File: config.mk
export PLATFORM = sky130hd
export DESIGN_NAME = egd_la_stream_bridge
export DESIGN_NICKNAME = d
export VERILOG_FILES = /design/src/rtl/egd_la_stream_bridge.sv
export SDC_FILE = /design/constraint.sdc
export NUM_CORES = 1
export LEC_CHECK = 0
export CAP_MARGIN = 15
export CORE_MARGIN = 8
export CORE_UTILIZATION = 50
export CTS_CLUSTER_DIAMETER = 80
export DETAILED_ROUTE_END_ITERATION = 10
export PLACE_DENSITY = 0.8
export SLEW_MARGIN = 20
export SYNTH_ARGS = -nofsm -noshare
export SYNTH_HDL_FRONTEND = slang
export SYNTH_SLANG_ARGS = --single-unit
File: constraint.sdc
create_clock -name wb_clk_i -period 5.4 [get_ports wb_clk_i]
set_input_delay 1.08 -clock wb_clk_i [delete_from_list [all_inputs] [get_ports wb_clk_i]]
set_output_delay 1.08 -clock wb_clk_i [all_outputs]
set_load 0.05 [all_outputs]
File: src/rtl/egd_la_stream_bridge.sv
// egd_la_stream_bridge: toggle-handshake LA push channel buffered into a FIFO feeding the decoder bitstream input
// Host events are synchronised, acked by toggle, and popped over valid/ready with first-word-fall-through.
module egd_la_stream_bridge #(
    parameter int DATA_W      = 16,
    parameter int DEPTH       = 8,
    parameter int SYNC_STAGES = 2,
    localparam int LVL_W      = $clog2(DEPTH) + 1
) (
    input  logic              wb_clk_i,
    input  logic              rst_n,
    input  logic [DATA_W-1:0] host_data,
    input  logic              host_tog,
    input  logic              host_oenb,
    input  logic              flush,
    input  logic              ovf_clr,
    output logic [DATA_W-1:0] out_data,
    output logic              out_valid,
    input  logic              out_ready,
    output logic              host_ack_tog,
    output logic [LVL_W-1:0]  level,
    output logic              full,
    output logic              empty,
    output logic              ovf_sticky
);
    localparam int PW = $clog2(DEPTH);
    localparam logic [PW-1:0] PONE = PW'(1);
    localparam logic [LVL_W-1:0] LONE = LVL_W'(1);
    localparam logic [LVL_W-1:0] LFULL = LVL_W'(DEPTH);

    logic [SYNC_STAGES-1:0] sync_q, sync_d;
    logic                   tog_q;
    logic [PW-1:0]          wr_q, wr_d, rd_q, rd_d;
    logic [LVL_W-1:0]       lvl_q, lvl_d;
    logic                   ack_q, ack_d, ovf_q, ovf_d;
    logic [DATA_W-1:0]      mem_q [DEPTH];
    logic                   ev, pop, push, ovf;

    assign empty        = lvl_q == '0;
    assign full         = lvl_q == LFULL;
    assign level        = lvl_q;
    assign out_valid    = !empty;
    assign out_data     = empty ? '0 : mem_q[rd_q];
    assign host_ack_tog = ack_q;
    assign ovf_sticky   = ovf_q;

    // tog_q tracks the synchronised level even while disabled, so re-enabling never fires a stale event
    assign ev   = (sync_q[SYNC_STAGES-1] ^ tog_q) & !host_oenb;
    assign pop  = out_valid & out_ready;
    assign push = ev & (!full | pop) & !flush;
    assign ovf  = ev & full & !pop & !flush;

    always_comb begin
        sync_d = {sync_q[SYNC_STAGES-2:0], host_tog};
        wr_d   = flush ? '0 : push ? wr_q + PONE : wr_q;
        rd_d   = flush ? '0 : pop ? rd_q + PONE : rd_q;
        lvl_d  = flush ? '0 : (push && !pop) ? lvl_q + LONE : (pop && !push) ? lvl_q - LONE : lvl_q;
        ack_d  = ack_q ^ ev;
        ovf_d  = ovf ? 1'b1 : ovf_clr ? 1'b0 : ovf_q;
    end

    always_ff @(posedge wb_clk_i or negedge rst_n) begin
        if (!rst_n) begin
            sync_q <= '0;
            tog_q  <= 1'b0;
            wr_q   <= '0;
            rd_q   <= '0;
            lvl_q  <= '0;
            ack_q  <= 1'b0;
            ovf_q  <= 1'b0;
        end else begin
            sync_q <= sync_d;
            tog_q  <= sync_q[SYNC_STAGES-1];
            wr_q   <= wr_d;
            rd_q   <= rd_d;
            lvl_q  <= lvl_d;
            ack_q  <= ack_d;
            ovf_q  <= ovf_d;
        end
    end

    // Storage needs no reset: out_data is masked while the FIFO is empty
    always_ff @(posedge wb_clk_i)
        if (push) mem_q[wr_q] <= host_data;
endmodule
==> impl_metrics.ini <==
[outcome]
outcome = completed

[floorplanning]
start_util_pct = 50.64
core_area_um2 = 11270
rows = 39
die-area_um2 = 15090
die_x_um = 122.8
dieHeight_um = 122.8
ioPinCount = 48

[logic_synthesis]
ys_seq_elements = 143
avgSynthCellArea_um2 = 19.55
syn-cell-area_um2 = 5708
synth-edff-count = 128
post_synth_num_cell_types = 40
synth_seq_area_share_pct = 73.91
synthesis.nets = 320
synth-main-ff-cell = edfxtp_1
ys_warn_count = 0
async_flop_share_pct = 10.49
syn_inst = 292

[global_routing]
grt_pass1_vias = 3118
grt_pass1_wl_um = 17880
grt_max_degree = 26
grt.total_usage_pct = 16.18
globalRouteOverflowTotal = 0
antenna_found_initial = 0

[clocking]
cts.clk_slew.worst_paths_ns = 0.06
htree_levels = 4
postCtsSetupRepairBufs = 0
cts_root_buf = clkbuf_16
cts_hold_buffers = 0
cts_resized = 0
cts_tree = built
clkSinkCount = 143
clockBufferDepth = 2
cts_buffers = 17
clkLatencyLatePin_ns = 0.42

[drt]
dr.pass1.iters = 4
drtAntennaViolNets = 0
drt_iter0_markers = 270
drt_wl_total_um = 11170
drc = 0
vias = 2874
via_per_inst = 5.635
wl_per_cell_um = 21.90

[setup_path]
crit_required_ns = 4.32
end_kind = output port
critPathArrivalTime_ns = 3.17
critical-path-slowest-cell = dfrtp_2
slowest_delay_ns = 0.90
path_cells = buf_4, mux4_2, mux2i_1, nor2_1, clkdlybuf4s50_1
cp-start-kind = flop
crit_type = reg2out
crit_fanout = 25

[sta]
setup_viol = 0
relSlewSlack_pct = 24.27
period_needed_ns = 4.253
holdWs_ns = 0.3499
timing.final.ws_setup_ns = 1.147
fmax_ghz = 0.2351
hold_viol = 0
worst_pin_slew_ns = 1.136
final.period_utilization_pct = 78.77
clock_skew_ns = 0.008987
tns_ns = 0
slew_viol_final = 0
rsz0062_at_grt = no

[layout]
final_nets = 382
num_antenna_cells = 0
fin_area_um2 = 6953
area_delta_synth_final_pct = 21.81
final_layout_size_suffix_gt1_share_pct = 20.98
final_common_cell = edfxtp_1
most-common-layout-cells = edfxtp_1 (128), clkdlybuf4s50_1 (47), mux4_2 (32)

[pwr]
cellPowerDensity_nw_per_um2 = 510.2
vdd_ir_drop_max_v = 0.0002820
p_leak_uw = 0.002252

[placed_design]
place_ws_ns = 1.535
dpl_cell_area_um2 = 6392
post-dp-hpwl_um = 6661
place.gp.congestion = 0.7375
portBuffers = 47

[min_path]
min_path_type = reg2reg

[run]
cap_viol_max_count = 0
==> layout make-up <==
type                            instances  area [um^2]
Clock inverter                         15        135.1
Inverter                                8        30.03
Clock buffer                           17        425.4
Tap cell                              143        178.9
Timing Repair Buffer                   55        530.5
Multi-Input combinational cell        129         1433
Sequential cell                       143         4220
Fill cell                             790         4319
==> power by group <==
part           total, uW  switching, uW  internal, uW
Sequential          1320           82.2          1240
Combinational       1130            697           430
Clock               1100            460           637
Total               3550           1240          2310
==> cell usage after synthesis, types with 2 or more instances <==
| cell | count | area share, % |
|---|---|---|
| edfxtp_1 | 128 | 67 |
| clkbuf_1 | 7 | 0.46 |
| nor2_1 | 29 | 1.9 |
| dfrtp_1 | 15 | 6.6 |
| inv_1 | 7 | 0.46 |
| buf_2 | 3 | 0.26 |
| xor2_1 | 4 | 0.61 |
| mux2i_1 | 18 | 3.2 |
| ha_1 | 4 | 0.88 |
| mux4_2 | 32 | 13 |
| nand2b_1 | 3 | 0.33 |
| buf_1 | 2 | 0.13 |
| nor3_1 | 3 | 0.26 |
| a21oi_1 | 4 | 0.35 |
| nand2_1 | 5 | 0.33 |
| xnor2_1 | 3 | 0.46 |
| nand3_1 | 2 | 0.18 |
==> worst paths after layout <==
check	start	endpoint	slack [ns]	cells after the start
setup / recovery	rd_q[0]	out_data[3]	1.15	5
hold reg to reg	sync_q[0]	sync_q[1]	0.35	0
hold / removal	sync_q[0]	sync_q[1]	0.35	0
min in group asynchronous	rst_n	wr_q[2]	1.08	1
setup reg to reg	level[1]	level[3]	2.67	7
max in group asynchronous	rst_n	rd_q[0]	3.85	1
==> registers in the layout, summed over array words and instances, names as in the netlist <==
register,flops
level,4
rd_q,3
wr_q,3
mem_q,128
host_ack_tog,1
sync_q,2
ovf_sticky,1
tog_q,1
==> stage by stage <==
stage / util, % / cells / power (uW)
global route: 61.68 / 510 / 3683
global placement: 56.71 / 478 / 2453
CTS: 61.68 / 510 / 3580
finish: 61.68 / 510 / 3548
detailed placement: 56.71 / 478 / 2478
floorplan: - / 292 / 2117
==> critical path: cells and delay by family, from the launching register on <==
kind | cells | cell delay, ns
and+or+nand+nor | 1 | 0.07
muxes | 2 | 0.68
DFF | 1 | 0.90
buffers and inverters | 2 | 1.08
==> layer usage <==
metal	part of all wire [%]	global-route usage [%]
met1	40	18.60
met2	53	27.96
met3	4.7	4.508
met4	1.7	6.778
met5	0	0
==> cell families (layout without fill, tap and decap cells) <==
family	after synthesis	count (layout)	share of synthesized area, %
AOI/OAI and AO/OA	14	14	1.995
xor gates and xnor gates	7	7	1.074
adders and majority gates	5	5	1.228
buffers and inverters	20	95	1.381
DFF	143	143	73.92
muxes	52	52	16.18
and+or+nand+nor	51	51	4.231
No activity file was read; power rests on OpenSTA's default activity.
